$ cat src/rtl/dqn_pkg.sv
// Shared definitions for the DQN accelerator step sequencing logic.
// Contents:
//   - DQN_ACTION_WIDTH / DQN_STEP_WIDTH : default action and counter widths
//   - DQN_ACTION_*                      : action code encoding
//   - dqn_step_state_t                  : step scheduler state encoding
package dqn_pkg;

  localparam int DQN_ACTION_WIDTH = 2;
  localparam int DQN_STEP_WIDTH   = 16;

  // Action codes as produced by the Q-network argmax and the selector.
  localparam logic [1:0] DQN_ACTION_0 = 2'd0;
  localparam logic [1:0] DQN_ACTION_1 = 2'd1;
  localparam logic [1:0] DQN_ACTION_2 = 2'd2;
  localparam logic [1:0] DQN_ACTION_3 = 2'd3;

  typedef enum logic [2:0] {
    ST_IDLE    = 3'd0,
    ST_PREDICT = 3'd1,
    ST_SELECT  = 3'd2,
    ST_ENV     = 3'd3,
    ST_STORE   = 3'd4,
    ST_TRAIN   = 3'd5,
    ST_ERROR   = 3'd6
  } dqn_step_state_t;

endpackage

$ cat src/rtl/dqn_watchdog.sv
// Per-state watchdog for the step scheduler.
// Counts cycles spent in the current state and flags when the count
// reaches LIMIT cycles.
// Ports:
//   clk, rst : clock and synchronous active-high reset
//   clr      : restart the count (state is changing this cycle)
//   en       : current state is a wait state that is being timed
//   expired  : this is the LIMIT-th consecutive cycle in the timed state
module dqn_watchdog #(
  parameter int LIMIT = 1024
) (
  input  logic clk,
  input  logic rst,
  input  logic clr,
  input  logic en,
  output logic expired
);

  localparam int CW = $clog2(LIMIT + 1);

  logic [CW-1:0] cnt_r;

  // cnt_r holds (cycles in state - 1), so LIMIT-1 marks the LIMIT-th cycle.
  assign expired = en && (cnt_r == CW'(LIMIT - 1));

  // Cycle counter: restarts on state change, saturates once expired.
  always_ff @(posedge clk) begin
    if (rst) begin
      cnt_r <= {CW{1'b0}};
    end else if (clr || !en) begin
      cnt_r <= {CW{1'b0}};
    end else if (!expired) begin
      cnt_r <= cnt_r + CW'(1);
    end else begin
      cnt_r <= cnt_r;
    end
  end

endmodule

$ cat src/rtl/dqn_step_scheduler.sv
// Sequencer for one agent interaction step of the DQN accelerator:
// forward pass -> epsilon-greedy select -> environment -> replay store,
// with a training pass launched every TRAIN_INTERVAL stored transitions.
// Also maintains the per-episode step count and completed-episode count.
//
// Optional feature: define DQN_STEP_TIMEOUT_EN to enable the per-state
// watchdog (o_timeout + ERROR state). Without it o_timeout is constant 0.
//
// Ports:
//   clk, rst                          clock, synchronous active-high reset
//   i_start, i_stop                   host run control
//   o_predict_start / i_predict_done / i_predict_action   Q-network
//   o_eg_valid / o_eg_action / o_eg_train_mode / i_eg_valid / i_eg_action
//                                      epsilon-greedy selector
//   o_env_valid / o_env_action / i_env_done / i_env_terminal  environment
//   o_mem_write / i_mem_ready         replay memory
//   o_train_start / i_train_done      training pass
//   o_step_count, o_episode_count     counters
//   o_busy, o_timeout                 status
module dqn_step_scheduler
  import dqn_pkg::*;
#(
  parameter int ACTION_WIDTH   = DQN_ACTION_WIDTH,
  parameter int STEP_WIDTH     = DQN_STEP_WIDTH,
  parameter int MAX_STEPS      = 200,
  parameter int TRAIN_INTERVAL = 4,
  parameter int TIMEOUT_CYCLES = 1024
) (
  input  logic                    clk,
  input  logic                    rst,
  input  logic                    i_start,
  input  logic                    i_stop,
  output logic                    o_predict_start,
  input  logic                    i_predict_done,
  input  logic [ACTION_WIDTH-1:0] i_predict_action,
  output logic                    o_eg_valid,
  output logic [ACTION_WIDTH-1:0] o_eg_action,
  output logic                    o_eg_train_mode,
  input  logic                    i_eg_valid,
  input  logic [ACTION_WIDTH-1:0] i_eg_action,
  output logic                    o_env_valid,
  output logic [ACTION_WIDTH-1:0] o_env_action,
  input  logic                    i_env_done,
  input  logic                    i_env_terminal,
  output logic                    o_mem_write,
  input  logic                    i_mem_ready,
  output logic                    o_train_start,
  input  logic                    i_train_done,
  output logic [STEP_WIDTH-1:0]   o_step_count,
  output logic [STEP_WIDTH-1:0]   o_episode_count,
  output logic                    o_busy,
  output logic                    o_timeout
);

  localparam logic [STEP_WIDTH-1:0] MAX_LIMIT   = STEP_WIDTH'(MAX_STEPS);
  localparam logic [STEP_WIDTH-1:0] TRAIN_LIMIT = STEP_WIDTH'(TRAIN_INTERVAL);

  if (TRAIN_INTERVAL < 1 || MAX_STEPS < 1 || TIMEOUT_CYCLES < 2) begin : g_bad_params
    $error("dqn_step_scheduler: invalid parameter value");
  end

  dqn_step_state_t state_r, state_nxt_s;

  logic                    predict_start_r, predict_start_nxt_s;
  logic                    eg_valid_r, eg_valid_nxt_s;
  logic [ACTION_WIDTH-1:0] eg_action_r, eg_action_nxt_s;
  logic                    train_mode_r, train_mode_nxt_s;
  logic                    env_valid_r, env_valid_nxt_s;
  logic [ACTION_WIDTH-1:0] env_action_r, env_action_nxt_s;
  logic                    terminal_r, terminal_nxt_s;
  logic                    mem_write_r, mem_write_nxt_s;
  logic                    train_start_r, train_start_nxt_s;
  logic [STEP_WIDTH-1:0]   step_cnt_r, step_nxt_s;
  logic [STEP_WIDTH-1:0]   episode_cnt_r, episode_nxt_s;
  logic [STEP_WIDTH-1:0]   trans_cnt_r, trans_nxt_s;
  logic                    busy_r, busy_nxt_s;
  logic                    timeout_r, timeout_nxt_s;

  logic                    eos_s;
  logic [STEP_WIDTH-1:0]   eos_step_s;
  logic [STEP_WIDTH-1:0]   step_inc_s;
  logic [STEP_WIDTH-1:0]   trans_inc_s;

  assign step_inc_s  = step_cnt_r + STEP_WIDTH'(1);
  assign trans_inc_s = trans_cnt_r + STEP_WIDTH'(1);

`ifdef DQN_STEP_TIMEOUT_EN
  logic wd_en_s;
  logic wd_clr_s;
  logic wd_expired_s;

  assign wd_en_s  = (state_r != ST_IDLE) && (state_r != ST_ERROR);
  assign wd_clr_s = (state_nxt_s != state_r);

  dqn_watchdog #(
    .LIMIT (TIMEOUT_CYCLES)
  ) u_watchdog (
    .clk     (clk),
    .rst     (rst),
    .clr     (wd_clr_s),
    .en      (wd_en_s),
    .expired (wd_expired_s)
  );
`endif

  // Next-state and next-output logic for the step sequencer.
  always_comb begin
    state_nxt_s         = state_r;
    predict_start_nxt_s = 1'b0;
    eg_valid_nxt_s      = 1'b0;
    eg_action_nxt_s     = eg_action_r;
    env_action_nxt_s    = env_action_r;
    terminal_nxt_s      = terminal_r;
    train_start_nxt_s   = 1'b0;
    step_nxt_s          = step_cnt_r;
    episode_nxt_s       = episode_cnt_r;
    trans_nxt_s         = trans_cnt_r;
    timeout_nxt_s       = timeout_r;
    eos_s               = 1'b0;
    eos_step_s          = step_cnt_r;

    // A done/valid coinciding with its own request pulse is a stale answer
    // and is ignored, hence the "& !pulse_r" qualifiers below.
    case (state_r)
      ST_IDLE: begin
        if (i_start) begin
          state_nxt_s         = ST_PREDICT;
          predict_start_nxt_s = 1'b1;
        end else begin
          state_nxt_s = ST_IDLE;
        end
      end
      ST_PREDICT: begin
        if (i_predict_done && !predict_start_r) begin
          eg_action_nxt_s = i_predict_action;
          eg_valid_nxt_s  = 1'b1;
          state_nxt_s     = ST_SELECT;
        end else begin
          state_nxt_s = ST_PREDICT;
        end
      end
      ST_SELECT: begin
        if (i_eg_valid && !eg_valid_r) begin
          env_action_nxt_s = i_eg_action;
          state_nxt_s      = ST_ENV;
        end else begin
          state_nxt_s = ST_SELECT;
        end
      end
      ST_ENV: begin
        if (i_env_done) begin
          terminal_nxt_s = i_env_terminal;
          state_nxt_s    = ST_STORE;
        end else begin
          state_nxt_s = ST_ENV;
        end
      end
      ST_STORE: begin
        if (mem_write_r && i_mem_ready) begin
          step_nxt_s = step_inc_s;
          if (trans_inc_s == TRAIN_LIMIT) begin
            trans_nxt_s       = {STEP_WIDTH{1'b0}};
            train_start_nxt_s = 1'b1;
            state_nxt_s       = ST_TRAIN;
          end else begin
            trans_nxt_s = trans_inc_s;
            eos_s       = 1'b1;
            eos_step_s  = step_inc_s;
          end
        end else begin
          state_nxt_s = ST_STORE;
        end
      end
      ST_TRAIN: begin
        if (i_train_done && !train_start_r) begin
          eos_s      = 1'b1;
          eos_step_s = step_cnt_r;
        end else begin
          state_nxt_s = ST_TRAIN;
        end
      end
      ST_ERROR: begin
        state_nxt_s = ST_ERROR;
      end
      default: begin
        state_nxt_s = ST_IDLE;
      end
    endcase

    // End of step: close the episode if needed, then continue or stop.
    if (eos_s) begin
      if (terminal_r || (eos_step_s == MAX_LIMIT)) begin
        episode_nxt_s = episode_cnt_r + STEP_WIDTH'(1);
        step_nxt_s    = {STEP_WIDTH{1'b0}};
      end else begin
        step_nxt_s = eos_step_s;
      end
      if (i_stop) begin
        state_nxt_s = ST_IDLE;
      end else begin
        state_nxt_s         = ST_PREDICT;
        predict_start_nxt_s = 1'b1;
      end
    end else begin
      eos_step_s = eos_step_s;
    end

`ifdef DQN_STEP_TIMEOUT_EN
    // A timeout only fires when no legitimate transition happens this cycle.
    if (wd_expired_s && (state_nxt_s == state_r)) begin
      state_nxt_s   = ST_ERROR;
      timeout_nxt_s = 1'b1;
    end else begin
      timeout_nxt_s = timeout_r;
    end
`endif

    // Level outputs follow the state being entered, so they are registered.
    env_valid_nxt_s  = (state_nxt_s == ST_ENV);
    mem_write_nxt_s  = (state_nxt_s == ST_STORE);
    train_mode_nxt_s = (state_nxt_s != ST_SELECT);
    busy_nxt_s       = (state_nxt_s != ST_IDLE);
  end

  // State and registered-output update.
  always_ff @(posedge clk) begin
    if (rst) begin
      state_r         <= ST_IDLE;
      predict_start_r <= 1'b0;
      eg_valid_r      <= 1'b0;
      eg_action_r     <= ACTION_WIDTH'(DQN_ACTION_0);
      train_mode_r    <= 1'b1;
      env_valid_r     <= 1'b0;
      env_action_r    <= ACTION_WIDTH'(DQN_ACTION_0);
      terminal_r      <= 1'b0;
      mem_write_r     <= 1'b0;
      train_start_r   <= 1'b0;
      step_cnt_r      <= {STEP_WIDTH{1'b0}};
      episode_cnt_r   <= {STEP_WIDTH{1'b0}};
      trans_cnt_r     <= {STEP_WIDTH{1'b0}};
      busy_r          <= 1'b0;
      timeout_r       <= 1'b0;
    end else begin
      state_r         <= state_nxt_s;
      predict_start_r <= predict_start_nxt_s;
      eg_valid_r      <= eg_valid_nxt_s;
      eg_action_r     <= eg_action_nxt_s;
      train_mode_r    <= train_mode_nxt_s;
      env_valid_r     <= env_valid_nxt_s;
      env_action_r    <= env_action_nxt_s;
      terminal_r      <= terminal_nxt_s;
      mem_write_r     <= mem_write_nxt_s;
      train_start_r   <= train_start_nxt_s;
      step_cnt_r      <= step_nxt_s;
      episode_cnt_r   <= episode_nxt_s;
      trans_cnt_r     <= trans_nxt_s;
      busy_r          <= busy_nxt_s;
      timeout_r       <= timeout_nxt_s;
    end
  end

  assign o_predict_start = predict_start_r;
  assign o_eg_valid      = eg_valid_r;
  assign o_eg_action     = eg_action_r;
  assign o_eg_train_mode = train_mode_r;
  assign o_env_valid     = env_valid_r;
  assign o_env_action    = env_action_r;
  assign o_mem_write     = mem_write_r;
  assign o_train_start   = train_start_r;
  assign o_step_count    = step_cnt_r;
  assign o_episode_count = episode_cnt_r;
  assign o_busy          = busy_r;
  assign o_timeout       = timeout_r;

endmodule

$ cat config.mk
export PLATFORM = sky130hd
export DESIGN_NAME = dqn_step_scheduler
export DESIGN_NICKNAME = d
export VERILOG_FILES = /design/src/rtl/dqn_pkg.sv /design/src/rtl/dqn_watchdog.sv /design/src/rtl/dqn_step_scheduler.sv
export SDC_FILE = /design/constraint.sdc
export NUM_CORES = 1
export LEC_CHECK = 0
export ABC_AREA = 1
export ABC_CLOCK_PERIOD_IN_PS = 2900
export BUFFER_PORTS_ARGS = -buffer_cell sky130_fd_sc_hd__buf_2
export CAP_MARGIN = 20
export CORE_UTILIZATION = 58
export DETAILED_ROUTE_END_ITERATION = 16
export PLACE_DENSITY = 0.82
export SLEW_MARGIN = 20
export SYNTH_ARGS = -nofsm -noshare
export SYNTH_HDL_FRONTEND = slang
export SYNTH_SLANG_ARGS = --single-unit
$ cat constraint.sdc
create_clock -name clk -period 2.9 [get_ports clk]
set_clock_uncertainty 0.05 [all_clocks]
set_input_delay 0.435 -clock clk [delete_from_list [all_inputs] [get_ports clk]]
set_output_delay 0.435 -clock clk [all_outputs]
set_load 0.01 [all_outputs]
### Yosys cells after proc, flatten, opt, wreduce, memory -nomap -nowiden

Index checks and enable logic that the tools add are counted.
Widths: inputs -> output; s select.

| storage, ports and cells | value |
|---|---|
| bits in registers | 63 |
| input bits | 14 |
| output and inout bits | 44 |
| word-level logic and storage cells | 79 |

| cells by class | value |
|---|---|
| add/sub/neg operators | 3 |
| equal/unequal tests | 11 |
| mux-type cells | 28 |
| bitwise logic cells | 3 |
| reductions and logical operators | 20 |

Operators with widths:

| kind | count |
|---|---|
| $mux 16 | 8 |
| $add 16x1->16 const B | 3 |
| $pmux 3 s7 | 1 |
| $eq 16x3->1 const B | 1 |
| $eq 16x8->1 const B | 1 |
| $mux 3 | 5 |
| $eq 3x3->1 const B | 4 |
| $mux 1 | 12 |
| $reduce_and 2->1 | 6 |
| $eq 3x2->1 const B | 3 |
| $logic_and 1x1->1 | 4 |
| $reduce_bool 2->1 | 2 |
| $eq 3x1->1 const B | 1 |
| $logic_not 1->1 | 3 |
| $logic_not 3->1 | 1 |
| $ne 3x2->1 const B | 1 |
| $not 1->1 | 3 |
| $reduce_bool 3->1 | 1 |
| $reduce_or 3->1 | 1 |
| $mux 2 | 1 |
| $pmux 1 s2 | 1 |
| $reduce_or 2->1 | 1 |
| $logic_or 1x1->1 | 1 |

### Longest topological paths before layout

Gate-level depths: netlist of run 1.

| logic depth | value |
|---|---|
| depth in word-level cells | 9 |
| mapped depth | 22 |
| gate-level depth less buffers | 21 |

### Worst setup path before layout of run 1

Ideal clock, no wire load.

| path | value |
|---|---|
| path kind | register to register |
| start | reg step_cnt_r[0] (netlist: o_step_count[0]) |
| end | reg step_cnt_r[6] (netlist: o_step_count[6]) |
| library setup time | 0.115 ns |
| arrival | 2.425 ns |
| data required time | 2.735 ns |
| slack | 0.310 ns |
| stages on the path, launching flop included | 19 |
| buffers on the path | 1 |
| cell sequence | dfxtp_1 ha_1 nand2_1 nor3_1 nand4_1 nor2_1 nand2_1 nand2_1 nand2_1 nand3_1 nand2_1 nor2_1 nand2_1 nor2_1 nand2_2 nand2_4 nand2_2 buf_6 and3_1 |

| between the ends | value |
|---|---|
| word-level cells in the longest chain between the ends | 8 |

Ends and longest elaborated chain:

| element | RTL line | source |
|---|---|---|
| start: declaration | dqn_step_scheduler.sv:73 | `logic [STEP_WIDTH-1:0] step_cnt_r, step_nxt_s;` |
| start signal: assignment | dqn_step_scheduler.sv:238 | `step_cnt_r <= {STEP_WIDTH{1'b0}};` |
| start signal: assignment | dqn_step_scheduler.sv:254 | `step_cnt_r <= step_nxt_s;` |
| $add 16x1->16 | dqn_step_scheduler.sv:84 | `assign step_inc_s = step_cnt_r + STEP_WIDTH'(1);` |
| $mux 16 | dqn_step_scheduler.sv:161 | `if (trans_inc_s == TRAIN_LIMIT) begin` |
| $mux 16 | dqn_step_scheduler.sv:159 | `if (mem_write_r && i_mem_ready) begin` |
| $mux 16 | -- |  |
| $eq 16x8->1 | dqn_step_scheduler.sv:192 | `if (terminal_r \|\| (eos_step_s == MAX_LIMIT)) begin` |
| $logic_or 1x1->1 | dqn_step_scheduler.sv:192 |  |
| $mux 16 | dqn_step_scheduler.sv:192 |  |
| $mux 16 (*) | dqn_step_scheduler.sv:191 | `if (eos_s) begin` |

Mark *: on every way between the ends. The rest lies on a longest branch, timed or not. The select of a mux whose other input is x is not followed.
A chain may end at the register's enable or synchronous reset.

### Final worst setup path of run 1

| path | value |
|---|---|
| start | reg trans_cnt_r[1] |
| end | reg episode_cnt_r[5] (netlist: o_episode_count[5]) |

| between the ends | value |
|---|---|
| word-level cells in the longest chain between the ends | 8 |

Ends and longest elaborated chain:

| element | RTL line | source |
|---|---|---|
| start: declaration | dqn_step_scheduler.sv:75 | `logic [STEP_WIDTH-1:0] trans_cnt_r, trans_nxt_s;` |
| start signal: assignment | dqn_step_scheduler.sv:240 | `trans_cnt_r <= {STEP_WIDTH{1'b0}};` |
| start signal: assignment | dqn_step_scheduler.sv:256 | `trans_cnt_r <= trans_nxt_s;` |
| $add 16x1->16 (*) | dqn_step_scheduler.sv:85 | `assign trans_inc_s = trans_cnt_r + STEP_WIDTH'(1);` |
| $eq 16x3->1 (*) | dqn_step_scheduler.sv:161 |  |
| $mux 16 | dqn_step_scheduler.sv:161 |  |
| $mux 16 | dqn_step_scheduler.sv:159 |  |
| $mux 16 | -- |  |
| $eq 16x8->1 | dqn_step_scheduler.sv:192 |  |
| $logic_or 1x1->1 | dqn_step_scheduler.sv:192 |  |
| $reduce_and 2->1 (no source line) (*) | -- |  |
| end signal: assignment | dqn_step_scheduler.sv:239 | `episode_cnt_r <= {STEP_WIDTH{1'b0}};` |
| end signal: assignment | dqn_step_scheduler.sv:255 | `episode_cnt_r <= episode_nxt_s;` |
| end: declaration | dqn_step_scheduler.sv:74 | `logic [STEP_WIDTH-1:0] episode_cnt_r, episode_nxt_s;` |

Mark *: on every way between the ends. The rest lies on a longest branch, timed or not.

==> results by stage, run 1 <==
Run status:
- The flow ran to the end, but the final reports show violations.
- The final reports fail on negative setup slack.

Timing:
- The final max-slew violation count is 0.
- Setup slack on the critical path of the routed design comes to -0.130 ns.
- Setup violations remaining at the end of the flow were counted as 25.
- The shortest clock period the worst path allows after layout is 3.03 ns.
- Setup repair after global routing could not meet its margin everywhere.
- The portion of the clock cycle consumed by the worst path in the final layout is 104%.
- The normalized max-slew margin is 51.9%.
- The achievable frequency is 330 MHz.
- Hold timing on the final database bottoms out at a slack of 0.253 ns.
- For the final routed database, the setup TNS stands at -1.24 ns.
- The pin slew with the least headroom to its limit is 0.714 ns.
- The final number of hold-violating endpoints was 0.

Layout:
- The share of the core filled with cells is 76.6%.
- The number of nets at the end of the flow is 698.
- Cells with a size suffix above 1 make up between 30% and 40% of the layout.
- The number of antenna diodes in the final layout is 0.
- Relative to the synthesized area, the layout overhead comes to 27.9%.
- The final cell count without fillers is 782.
- The final cell area excluding filler cells is 0.00521 sq mm.

Placement:
- The number of port buffers is 56.
- At the end of routability-driven placement, the weighted congestion stood at 0.950.
- After detailed placement, the design holds a cell count of 742.
- Timing analysis after detailed placement gives a worst setup slack of -0.106 ns.
- The placed standard-cell area is 0.00444 sq mm.
- The post-DP HPWL is 7.20 mm.

Logic synthesis:
- The synthesized netlist occupies a cell area of ~0.0041 sq mm.
- The biggest area contributor in the post-synthesis netlist is sky130_fd_sc_hd__dfxtp_1.
- The count of distinct cell types in the synthesized netlist is 43.
- The compound-cell area share of the yosys netlist is 12.6%.
- The fraction of registers with async set or reset after synthesis is 0%.
- The number of standard cells after synthesis is 603.
- The combinational family with the most area after synthesis is simple AND/OR/NAND/NOR gates.
- The number of synthesized flops with an enable pin is 0.
- The post-synth net total is 620.
- The portion of synthesized area spent on multiplexers is 0%.
- The synthesized netlist devotes 39.1% of its cell area to simple gates.
- The xor and xnor area share after synthesis is 5.81%.
- The Yosys step of the flow raised 0 warnings.
- The most instantiated library cell after synthesis is sky130_fd_sc_hd__nand2_1.
- Sequential cells were found to cover 31.0% of the synthesized design area.
- Sorting the synthesized cells by area gives the leading types as sky130_fd_sc_hd__dfxtp_1, sky130_fd_sc_hd__nand2_1, sky130_fd_sc_hd__inv_1, sky130_fd_sc_hd__nand3_1, sky130_fd_sc_hd__nor2_1.
- The flop and latch count out of synthesis is 63.
- Among all flip-flop cells after synthesis, the most frequent one is sky130_fd_sc_hd__dfxtp_1.
- Of the total synthesized cell area, the portion taken by full adders, half adders and majority gates is 0.922%.
- In this run the biggest area consumer among cell types represents a little under a third of the synthesized area.
- The average footprint of a synthesized cell is 6.75 sq um.
- Counting instances in the post-synthesis netlist gives the leading cell types as sky130_fd_sc_hd__nand2_1, sky130_fd_sc_hd__inv_1, sky130_fd_sc_hd__dfxtp_1.

Pwr:
- The leakage power of the design is 2.10 nW.
- The proportion of power drawn by flip-flops and latches is 44.8%.
- The largest vdd supply drop is 0.000246 V.
- In this run the power density over the cells is 379 mW/mm^2.
- Internal power comes to 1.49 mW.
- Net switching is 24.3% of the power.
- The completed layout was analyzed and its total power is 1.97 mW.
- The net load switching power is approximately 0.48 mW.
- The share of total power in combinational logic is 5.0%.
- The relative contribution of the clock network to total power is about half.

Floorplan:
- The floorplan core area is 0.00679 sq mm.
- The number of standard-cell rows in the floorplan is 30.
- The initial utilization of the core area, before any placement, comes to roughly 60%.
- The die covers between 0.007 and 0.008 sq mm.
- The die span in x is 85.8 um.
- The number of top-level pins is 58.
- The floorplan step set the die height to between 80 and 90 um.

Clock tree:
- The number of buffers on the longest clock path is 2.
- The clock tree synthesis step divided the H-tree into 3 levels.
- In this run, CTS created clock tree buffers numbering 9.
- TritonCTS built the clock tree.
- The clock input transition at the sequential cells of the worst setup and hold paths is 0.08 ns.
- The clock drives 63 sinks.
- The tree is rooted in a sky130_fd_sc_hd__clkbuf_8.
- After clock tree synthesis, the flow added hold-fix buffers numbering 0.
- The later-pin clock latency in the skew report is ~0.36 ns.

Route:
- The DRC marker count from the first detailed-route iteration is 369.
- In the final routed layout, each cell accounts on average for ~16 um.
- Using the TritonRoute via totals, the vias-per-cell ratio works out to ~6.0.
- The final antenna-violating net count is 0.
- The detailed router placed about 4700 vias in this run.
- The remaining design rule violation count is 0.
- The first detailed-routing pass ran for 5 iterations.
- For this block, the routed nets add up to 12.7 mm of wire.

Run:
- Max-cap violations in this run came to 0.

Setup path:
- The worst setup path is captured at a register.
- At the worst endpoint, the required time is around 3.1 ns.
- STA classifies the critical path startpoint as a register.
- Along the worst path, the maximum fanout reaches 7.
- The arrival time of data at the critical path endpoint is about 3.3 ns.
- The critical setup path kind is reg -> reg.

Global route:
- The via count of the first global-routing pass is a little under 4000.
- The wire length of the first global-routing pass is roughly 17 mm.
- The total congestion overflow is 0.
- Across every metal layer, demand over resource in global routing totals 29.3%.
- Entering global routing, the biggest net connects 43 pins.
- The initial antenna violation count is 0.

Min path:
- The worst hold-check path type is in -> reg.
-- per-layer routing --
metal	vias to the layer above	track usage, %	routed length (um)
met4	0	16.5	612
li1	2120	-	-
met1	2154	36.3	4820
met5	-	0	0
met2	328	48.3	6100
met3	80	5.20	1180
-- layout by cell type (no fill, tap or decap), types with 8 or more instances in the layout --
master and n:
sky130_fd_sc_hd__a21oi_1 31, sky130_fd_sc_hd__a21oi_2 16, sky130_fd_sc_hd__buf_2 56, sky130_fd_sc_hd__buf_4 25, sky130_fd_sc_hd__clkbuf_8 9, sky130_fd_sc_hd__dfxtp_1 53, sky130_fd_sc_hd__dfxtp_2 8, sky130_fd_sc_hd__inv_1 65
sky130_fd_sc_hd__nand2_1 147, sky130_fd_sc_hd__nand2_2 16, sky130_fd_sc_hd__nand3_1 35, sky130_fd_sc_hd__nand3_2 17, sky130_fd_sc_hd__nand3_4 9, sky130_fd_sc_hd__nand4_1 12, sky130_fd_sc_hd__nor2_1 43, sky130_fd_sc_hd__nor2_2 12
sky130_fd_sc_hd__nor2_4 9, sky130_fd_sc_hd__nor3_1 16, sky130_fd_sc_hd__o21ai_0 14, sky130_fd_sc_hd__xor2_1 22
-- state kept, by name, indices dropped and copies added (netlist names) --
name,count
o_episode_count,16
o_step_count,16
trans_cnt_r,16
state_r,3
o_eg_action,2
o_env_action,2
o_busy,1
o_eg_train_mode,1
o_eg_valid,1
o_env_valid,1
o_mem_write,1
o_predict_start,1
o_train_start,1
terminal_r,1
-- power by group through the flow --
stage / clock, mW / combinational [mW] / sequential [mW]
after floorplan: 0 / 0.0544 / 0.910
after global placement: 0 / 0.0877 / 0.905
after detailed placement: 0 / 0.0906 / 0.905
after CTS: 0.992 / 0.0913 / 0.885
after global routing: 1.03 / 0.108 / 0.885
final: 0.990 / 0.0995 / 0.883
-- kinds of logic after synthesis --
kind of cell             count (synthesis)
AND/OR/NAND/NOR                        333
buffers and inverters                   94
AO/OA/AOI/OAI                           82
flip-flops                              63
XOR/XNOR                                27
adder cells (fa/ha/maj)                  3
other                                    1
-- path summary, 6_finish.rpt --
kind	startpoint	cells after the start	slack [ns]	endpoint
setup reg to reg	trans_cnt_r[1]	19	-0.13	o_episode_count[5]
hold / removal	i_eg_action[0]	3	0.25	o_env_action[0]
setup / recovery	trans_cnt_r[1]	19	-0.13	o_episode_count[5]
hold reg to reg	o_eg_action[1]	2	0.43	o_eg_action[1]
-- critical path, stage by stage, from the launching register on --
cell and delay (ns):
sky130_fd_sc_hd__dfxtp_4 0.39, sky130_fd_sc_hd__ha_4 0.18, sky130_fd_sc_hd__nand2_2 0.08, sky130_fd_sc_hd__nor2_4 0.14, sky130_fd_sc_hd__nand4_1 0.13, sky130_fd_sc_hd__nand2_1 0.11, sky130_fd_sc_hd__nand3_2 0.10, sky130_fd_sc_hd__nor2_4 0.15
sky130_fd_sc_hd__nand3_4 0.19, sky130_fd_sc_hd__clkbuf_16 0.23, sky130_fd_sc_hd__nand3_1 0.07, sky130_fd_sc_hd__nand2_1 0.08, sky130_fd_sc_hd__nor2_1 0.13, sky130_fd_sc_hd__nand2_1 0.09, sky130_fd_sc_hd__nor2_2 0.13, sky130_fd_sc_hd__nand2_2 0.11
sky130_fd_sc_hd__nand2_8 0.17, sky130_fd_sc_hd__clkbuf_16 0.18, sky130_fd_sc_hd__nand3_2 0.08, sky130_fd_sc_hd__a21oi_2 0.17
-- layout make-up --
class	count	area (sq um)
clock buffer	9	124
clock inverter	7	128
fill	444	1590
inverter	69	259
multi-input combinational	448	2660
sequential	63	1280
tap	96	120
timing repair buffer	90	637
-- timing repair --
action | CTS | global route
cloned | 0 | 6
pin swaps | 0 | 47
endpoints found under the setup margin | 26 | 37
gates resized for setup | 1 | 69
buffers inserted | 0 | 18
No activity file was read; power rests on OpenSTA's default activity.
==> run 2, diff against run 1 <==
--- a/config.mk
+++ b/config.mk
@@ -5,14 +5,14 @@
 export SDC_FILE = /design/constraint.sdc
 export NUM_CORES = 1
 export LEC_CHECK = 0
-export ABC_AREA = 1
 export ABC_CLOCK_PERIOD_IN_PS = 2900
 export BUFFER_PORTS_ARGS = -buffer_cell sky130_fd_sc_hd__buf_2
 export CAP_MARGIN = 20
-export CORE_UTILIZATION = 58
+export CORE_UTILIZATION = 57
 export DETAILED_ROUTE_END_ITERATION = 16
 export PLACE_DENSITY = 0.82
 export SLEW_MARGIN = 20
 export SYNTH_ARGS = -nofsm -noshare
 export SYNTH_HDL_FRONTEND = slang
+export SYNTH_HIERARCHICAL = 1
 export SYNTH_SLANG_ARGS = --single-unit
==> run 2 against run 1 <==
Compared with the run above:
- the flow still finishes with violations (negative setup slack)
- maximum frequency fell by 1.1%
- sequential share of layout area up 2.6 points
- largest cell class unchanged
- clock-buffer cell count increased by 3
- sequential power barely moved
- largest power group is now registers
==> results by stage, run 2 <==
Logic synthesis:
- The number of standard cells after synthesis came to 431 (-29%).
- The sequential area share after synthesis is 35.9% (+4.9 points).
- The count of distinct cell types in the synthesized netlist was 63 (+47%).
- The most used flip-flop cell after synthesis is sky130_fd_sc_hd__dfxtp_1.
- The most instantiated library cell after synthesis is sky130_fd_sc_hd__dfxtp_1.
- sky130_fd_sc_hd__dfxtp_1 takes more of the synthesized area than any other cell.
- The number of synthesized flops with an enable pin is 0 (unchanged).
- After synthesis, the most frequently instantiated cells are sky130_fd_sc_hd__dfxtp_1, sky130_fd_sc_hd__nor2_1, sky130_fd_sc_hd__nand2_1.
- Yosys attributes the largest share of cell area to sky130_fd_sc_hd__dfxtp_1, sky130_fd_sc_hd__nor2_1, sky130_fd_sc_hd__xor2_1, sky130_fd_sc_hd__a21oi_1, sky130_fd_sc_hd__nand2_1.
- The average footprint of a synthesized cell is 8.15 sq um (+21%).
- The top-area cell type share of the netlist area was 35.9% (+4.9 points).
- The cell area after synthesis is 0.00351 sq mm (-14%).
- The fraction of registers with async set or reset after synthesis was 0% (unchanged).
- The flop and latch count out of synthesis is 63 (unchanged).
- The total of warnings raised by yosys was 6 (+6).
- The post-synth net total is 448 (-28%).

Clock tree:
- The CTS tree is built.
- The clock input transition at the sequential cells of the worst setup and hold paths is 0.07 ns (about the same).
- The number of buffers on the longest clock path came to 2 (unchanged).
- The clock tree root buffer cell is sky130_fd_sc_hd__clkbuf_8.
- The TritonCTS sink count is 63 (unchanged).
- The maximum level of the CTS H-tree is 3 (unchanged).
- The later-pin clock latency in the skew report is 0.35 ns (about the same).
- The total clock buffers created by CTS was 9 (unchanged).

Floorplan:
- The initial core utilization came to 59.3% (-0.57 points).
- The floorplan core area is 0.00592 sq mm (-13%).
- The number of top-level pins was 58 (unchanged).
- The height of the die is 80.5 um (-6.1%).
- The die span in x came to 80.5 um (-6.1%).
- The die footprint is 0.00648 sq mm (-12%).
- The number of standard-cell rows in the floorplan is 28 (-6.7%).

Pwr:
- The largest vdd supply drop is 0.000322 V (+31%).
- The leakage power of the design is 2.00 nW (-4.9%).
- The power per unit of standard cell area is 392 mW/mm^2 (+3.4%).
- The total power draw is 1.82 mW (-7.5%).

Placement:
- The routability congestion estimate from global placement is 0.885 (-6.8%).
- The number of port buffers is 56 (unchanged).
- The post-DP HPWL is 6.55 mm (-9.0%).

Setup path:
- The worst setup path is of the reg -> reg kind.
- The type of element capturing the critical path is a register.
- The required time of the critical path is 3.06 ns (-0.07 ns).
- The arrival time of data at the critical path endpoint is 3.23 ns (-0.04 ns).
- STA classifies the critical path startpoint as a register.
- The number of cells on the worst reg-to-reg path was 11 (-8).
- The largest fanout on the critical path was 8 (+1).

Timing:
- The portion of the clock cycle consumed by the worst path in the final layout is 106% (+1.2 points).
- The pin slew with the least headroom to its limit is 0.669 ns (-0.0450 ns).
- The achievable frequency is 326 MHz (-1.1%).
- The number of setup violations in the final report is 17 (-32%).
- The normalized max-slew margin is 55.4% (+3.4 points).
- The post-layout worst setup margin is -0.164 ns (-0.0337 ns).
- The shortest clock period the worst path allows after layout is 3.06 ns (+0.0337 ns).
- The worst hold slack after final layout is 0.273 ns (+0.0196 ns).
- The final number of hold-violating endpoints is 0 (unchanged).
- The final max-slew violation count was 0 (unchanged).
- Setup repair after global routing could not meet its margin everywhere.

Layout:
- The number of nets at the end of the flow is 549 (-21%).
- The fraction of final layout cells with drive strength greater than 1 is 33.3% (+3.0 points).
- The top cell types in the final layout, fill and taps aside, are sky130_fd_sc_hd__dfxtp_1, sky130_fd_sc_hd__buf_4, sky130_fd_sc_hd__buf_2, sky130_fd_sc_hd__nor2_1, sky130_fd_sc_hd__nand2_1.
- The number of antenna cells inserted is 0 (unchanged).
- The most common library cell in the layout ignoring fill and taps is sky130_fd_sc_hd__dfxtp_1.
- The synthesis-to-finish area growth is 32.5%.
- The fill cell instance count of the final layout came to 405 (-8.8%).

Global route:
- The total congestion overflow is 0 (unchanged).
- The wire length of the first global-routing pass was 15.4 mm (-11%).
- The via count of the first global-routing pass is 3391 (-14%).
- The initial antenna violation count was 0 (unchanged).
- The pin count of the biggest net entering global routing is 36 (-16%).
- The total global routing track utilization came to 31.2% (+1.9 points).

Run status:
- The run finished, with violations left.
- The final reports fail on negative setup slack.

Min path:
- The number of cells on the worst hold path was 3 (unchanged).
- The worst hold-check path type is in -> reg.

Route:
- The mean number of vias per cell is 6.05 (+1.0%).
- The detail-routed net length per standard cell is 16.8 um (+3.3%).
- The vias after detailed routing came to 3702 (-21%).
- The remaining design rule violation count is 0 (unchanged).
- The final wirelength is 10.3 mm (-19%).
- The DRC marker count from the first detailed-route iteration is 237 (-36%).
- The final antenna-violating net count is 0 (unchanged).
- The number of iterations in the first detailed-routing pass is 5 (unchanged).

Run:
- The max-capacitance violation count is 0 (unchanged).
run 2: cell types whose count changed after synthesis, moves of 12 or more:
cell,change
sky130_fd_sc_hd__nand2_1,-128
sky130_fd_sc_hd__inv_1,-56
sky130_fd_sc_hd__nand3_1,-31
sky130_fd_sc_hd__nand3_2,-17
sky130_fd_sc_hd__a21oi_2,-15
sky130_fd_sc_hd__and3_1,+12
run 2: critical path, cell delays in order, from the launching register on:
cell and delay [ns]:
sky130_fd_sc_hd__dfxtp_2 0.34, sky130_fd_sc_hd__ha_4 0.16, sky130_fd_sc_hd__and3_4 0.17, sky130_fd_sc_hd__a211o_1 0.30, sky130_fd_sc_hd__a221oi_2 0.27, sky130_fd_sc_hd__buf_4 0.15, sky130_fd_sc_hd__nand4_1 0.19, sky130_fd_sc_hd__a21oi_2 0.23
sky130_fd_sc_hd__a311oi_4 0.09, sky130_fd_sc_hd__or2_2 0.43, sky130_fd_sc_hd__o31ai_1 0.43, sky130_fd_sc_hd__a21oi_2 0.11
run 2: what timing repair did:
action / CTS / global route
resized for setup: 18 / 24
pin swaps: 11 / 9
setup buffers: 6 / 1
cloned: 1 / 1
setup endpoints to repair: 29 / 35
hold buffers: 0 / 0
run 2: cell families after synthesis:
| kind of cell | synth area share (%) |
|---|---|
| and+or+nand+nor | 32.7 |
| AOI/OAI and AO/OA | 13.2 |
| DFF | 35.9 |
| buffers and inverters | 5.06 |
| xor gates and xnor gates | 6.73 |
| muxes | 5.27 |
| adders and majority gates | 1.07 |
| other | 0.107 |
run 2: per-stage QoR:
stage | area (sq um) | worst slack [ns] | std cells | TNS (ns) | util (%)
4_1_cts | 4520 | -0.101 | 610 | -0.606 | 76.4
6_report | 4660 | -0.164 | 612 | -0.919 | 78.7
2_1_floorplan | 3560 | -0.0911 | 431 | -0.708 | -
3_5_place_dp | 4240 | -0.204 | 590 | -1.79 | 71.6
5_1_grt | 4660 | -0.275 | 612 | -4.45 | 78.7
3_3_place_gp | 4240 | -0.100 | 590 | -0.438 | 71.6
run 2: worst paths after layout:
kind | start | endpoint | slack, ns
hold reg to reg | o_env_action[0] | o_env_action[0] | 0.44
setup / recovery | trans_cnt_r[0] | o_episode_count[4] | -0.16
setup reg to reg | trans_cnt_r[0] | o_episode_count[4] | -0.16
hold / removal | i_eg_action[0] | o_env_action[0] | 0.27
run 2: routing by layer:
metal	GRT usage [%]	up-vias	wire length [um]
li1	-	1754	-
met2	53.7	162	5000
met1	36.9	1759	4280
met5	0	-	0
met3	6.48	27	711
met4	14.1	0	279
run 2: layout make-up:
class / instances / area (sq um) / share of cell area (%)
Clock buffer: 12 / 135 / 2.90
Clock inverter: 4 / 70.1 / 1.50
Inverter: 9 / 33.8 / 0.725
Multi-Input combinational cell: 332 / 2310 / 49.6
Sequential cell: 63 / 1260 / 27.1
Tap cell: 75 / 93.8 / 2.02
Timing Repair Buffer: 117 / 749 / 16.1
run 2: power by group:
| part | internal (mW) | switching (mW) |
|---|---|---|
| Sequential | 0.879 | 0.00620 |
| Combinational | 0.0463 | 0.0654 |
| Clock | 0.482 | 0.345 |
==> run 3, diff against run 2 <==
--- a/config.mk
+++ b/config.mk
@@ -8,9 +8,12 @@
 export ABC_CLOCK_PERIOD_IN_PS = 2900
 export BUFFER_PORTS_ARGS = -buffer_cell sky130_fd_sc_hd__buf_2
 export CAP_MARGIN = 20
-export CORE_UTILIZATION = 57
+export CELL_PAD_IN_SITES_DETAIL_PLACEMENT = 0
+export CELL_PAD_IN_SITES_GLOBAL_PLACEMENT = 1
+export CORE_UTILIZATION = 42
 export DETAILED_ROUTE_END_ITERATION = 16
-export PLACE_DENSITY = 0.82
+export PLACE_DENSITY = 0.81
+export SKIP_CTS_REPAIR_TIMING = 1
 export SLEW_MARGIN = 20
 export SYNTH_ARGS = -nofsm -noshare
 export SYNTH_HDL_FRONTEND = slang
==> run 3 against run 2 <==
Compared with the run above:
- critical path type unchanged
- worst setup slack about the same
- sequential power about the same
- the run still ends with negative setup slack left
- via count decreased by 3.3%
- die area increased by 35%
- total power decreased by 3.2%
- register-to-register slack about the same
- design area about the same
- largest power group unchanged
- core utilization decreased by 20 points
==> results by stage, run 3 (synthesis gave the netlist of run 2 again) <==
Run status:
- The flow ran to the end, but the final reports show violations.
- The final reports fail on negative setup slack.

Clock tree:
- The clock input transition at the sequential cells of the worst setup and hold paths came to 0.08 ns (about the same).
- The TritonCTS sink count was 63 (unchanged).
- The clock tree root buffer cell is sky130_fd_sc_hd__clkbuf_8.
- TritonCTS built the clock tree.
- The maximum level of the CTS H-tree is 3 (unchanged).
- The total clock buffers created by CTS is 9 (unchanged).
- The number of buffers on the longest clock path was 2 (unchanged).
- The later-pin clock latency in the skew report is 0.35 ns (about the same).

Global route:
- The routing usage on met3 is 5.20% (-1.3 points).
- The met2 layer usage reported by global route is 35.6% (-18 points).
- The via count of the first global-routing pass is 3234 (-4.6%).
- The total global routing track utilization is 22.3% (-8.9 points).
- The wire length of the first global-routing pass is 15.3 mm (-0.98%).
- The initial antenna violation count came to 0 (unchanged).
- The most used routing layer in global routing is met2.
- The met1 usage in global routing is 29.4% (-7.5 points).
- The total congestion overflow is 0 (unchanged).
- The pin count of the biggest net entering global routing is 34 (-5.6%).

Route:
- The mean number of vias per cell is 5.53 (-8.6%).
- The detail-routed net length per standard cell is 14.3 um (-15%).
- The vias after detailed routing was 3581 (-3.3%).
- The DRC marker count from the first detailed-route iteration is 189 (-20%).
- The final wirelength is 9.25 mm (-10%).
- The remaining design rule violation count is 0 (unchanged).
- The number of iterations in the first detailed-routing pass was 4 (-1).
- The final antenna-violating net count is 0 (unchanged).

Setup path:
- The arrival time of data at the critical path endpoint came to 3.30 ns (+0.07 ns).
- The required time of the critical path is 3.13 ns (+0.07 ns).
- The largest fanout on the critical path is 13 (+5).
- The critical path is of the reg -> reg type.
- The type of element capturing the critical path is a register.
- The cell family contributing the most delay on the critical path is simple AND/OR/NAND/NOR gates.
- Traced cell by cell, the critical path runs through ha_4 > and3_4 > a211o_1 > a221oi_2 > and4_4 > mux2i_1 > o22ai_2 > or2_4 > buf_12 > or4_4 > a21oi_2.
- The number of buffer and inverter instances along the worst setup path is 1 (unchanged).
- The cell at the slowest stage of the critical path is sky130_fd_sc_hd__or4_4.
- The largest stage delay on the critical path was 0.48 ns (+0.05 ns).
- The kind of launch point of the worst setup path is a register.

Floorplan:
- The height of the die was 93.5 um (+16%).
- The floorplan core area is 0.00793 sq mm (+34%).
- The number of standard-cell rows in the floorplan came to 32 (+14%).
- The die footprint was 0.00873 sq mm (+35%).
- The number of top-level pins was 58 (unchanged).
- The die span in x was 93.5 um (+16%).
- The initial core utilization is 44.3% (-15 points).

Layout:
- The storage element area is 0.00127 sq mm (+0.40%).
- The fraction of final layout cells with drive strength greater than 1 is 32.6% (-0.73 points).
- Leaving out fill and tap cells, the most frequent cell in the layout is sky130_fd_sc_hd__buf_4.
- The number of antenna cells inserted is 0 (unchanged).
- The number of nets at the end of the flow is 558 (+1.6%).
- The library cells used most frequently in the layout, excluding fill and tap cells, are sky130_fd_sc_hd__buf_4, sky130_fd_sc_hd__dfxtp_1, sky130_fd_sc_hd__buf_2, sky130_fd_sc_hd__nor2_1, sky130_fd_sc_hd__nand2_1.
- The area used by multi-input combinational logic is 0.00218 sq mm (-5.6%).
- The fill cell instance count of the final layout was 743 (+83%).
- The synthesis-to-finish area growth is 32.6% (about the same).

Timing:
- The summed negative setup slack over all endpoints came to -1.82 ns (-0.899 ns).
- The portion of the clock cycle consumed by the worst path in the final layout came to 106% (about the same).
- The number of setup violations in the final report came to 28 (+11).
- Setup repair after global routing could not meet its margin everywhere.
- The worst hold slack after final layout is 0.258 ns (-0.0147 ns).
- The achievable frequency is 326 MHz (about the same).
- The post-layout worst setup margin is -0.164 ns (-0.000266 ns).
- The final max-slew violation count was 0 (unchanged).
- The normalized max-slew margin came to 55.9% (+0.49 points).
- The shortest clock period the worst path allows after layout is 3.06 ns (+0.000266 ns).
- The pin slew with the least headroom to its limit is 0.662 ns (-0.00737 ns).
- The final number of hold-violating endpoints is 0 (unchanged).

Placement:
- The worst setup slack after placement is -0.213 ns (-0.00918 ns).
- The number of port buffers is 56 (unchanged).
- The routability congestion estimate from global placement came to 0.859 (-3.0%).
- The post-DP HPWL came to 6.74 mm (+3.0%).

Min path:
- In this run the worst hold path is classified as in -> reg.

Pwr:
- The largest vdd supply drop is 0.000191 V (-40%).
- The total power draw was 1.77 mW (-3.2%).
- The power per unit of standard cell area was 379 mW/mm^2 (-3.3%).
- The leakage power of the design is 1.98 nW (-1.1%).

Run:
- The max-capacitance violation count was 0 (unchanged).
==> run 3: changes by cell type in the layout (fill, tap and decap cells not counted), sizes merged <==
cell and change:
buf +11, clkbuf -3, clkinvlp +2, or2 -2
bufinv -1, clkinv +1, inv +1
==> run 3: layer usage <==
metal,share of wire [%],vias up,routed length (um)
met4,1.5,0,135
met3,5.4,14,499
met5,0,-,0
li1,-,1772,-
met1,47,1696,4310
met2,46,99,4300
==> run 3: power breakdown <==
part / internal [mW] / total, mW / switching, mW
Clock: 0.398 / 0.771 / 0.374
Combinational: 0.0506 / 0.112 / 0.0612
Sequential: 0.877 / 0.883 / 0.00553
==> run 3: layout make-up <==
type                       instances  area share (%)
tap                              102            2.74
sequential                        63            27.2
clock inverter                     7            1.56
multi-input combinational        330            46.8
inverter                           9           0.725
timing repair buffer             128            18.2
clock buffer                       9            2.66
==> run 3: stage by stage <==
step,instance area [sq um],utilization [%],cells
3_5_place_dp,4350,54.9,627
5_1_grt,4660,58.8,648
3_3_place_gp,4350,54.9,627
6_report,4660,58.8,648
2_1_floorplan,3560,-,431
4_1_cts,4550,57.3,643
==> run 3: final timing paths <==
path / depth (start not counted) / start / slack [ns] / end
worst min register to register: 2 / o_eg_action[1] / 0.45 / o_eg_action[1]
worst min-delay path: 3 / i_eg_action[1] / 0.26 / o_env_action[1]
worst max register to register: 11 / trans_cnt_r[1] / -0.16 / o_episode_count[4]
worst max-delay path: 11 / trans_cnt_r[1] / -0.16 / o_episode_count[4]
==> run 3: worst register-to-register path, cell delays in order, from the launching register on <==
cell,delay [ns]
sky130_fd_sc_hd__dfxtp_4,0.36
sky130_fd_sc_hd__ha_4,0.16
sky130_fd_sc_hd__and3_4,0.18
sky130_fd_sc_hd__a211o_1,0.34
sky130_fd_sc_hd__a221oi_2,0.28
sky130_fd_sc_hd__and4_4,0.29
sky130_fd_sc_hd__mux2i_1,0.22
sky130_fd_sc_hd__o22ai_2,0.11
sky130_fd_sc_hd__or2_4,0.25
sky130_fd_sc_hd__buf_12,0.15
sky130_fd_sc_hd__or4_4,0.48
sky130_fd_sc_hd__a21oi_2,0.14
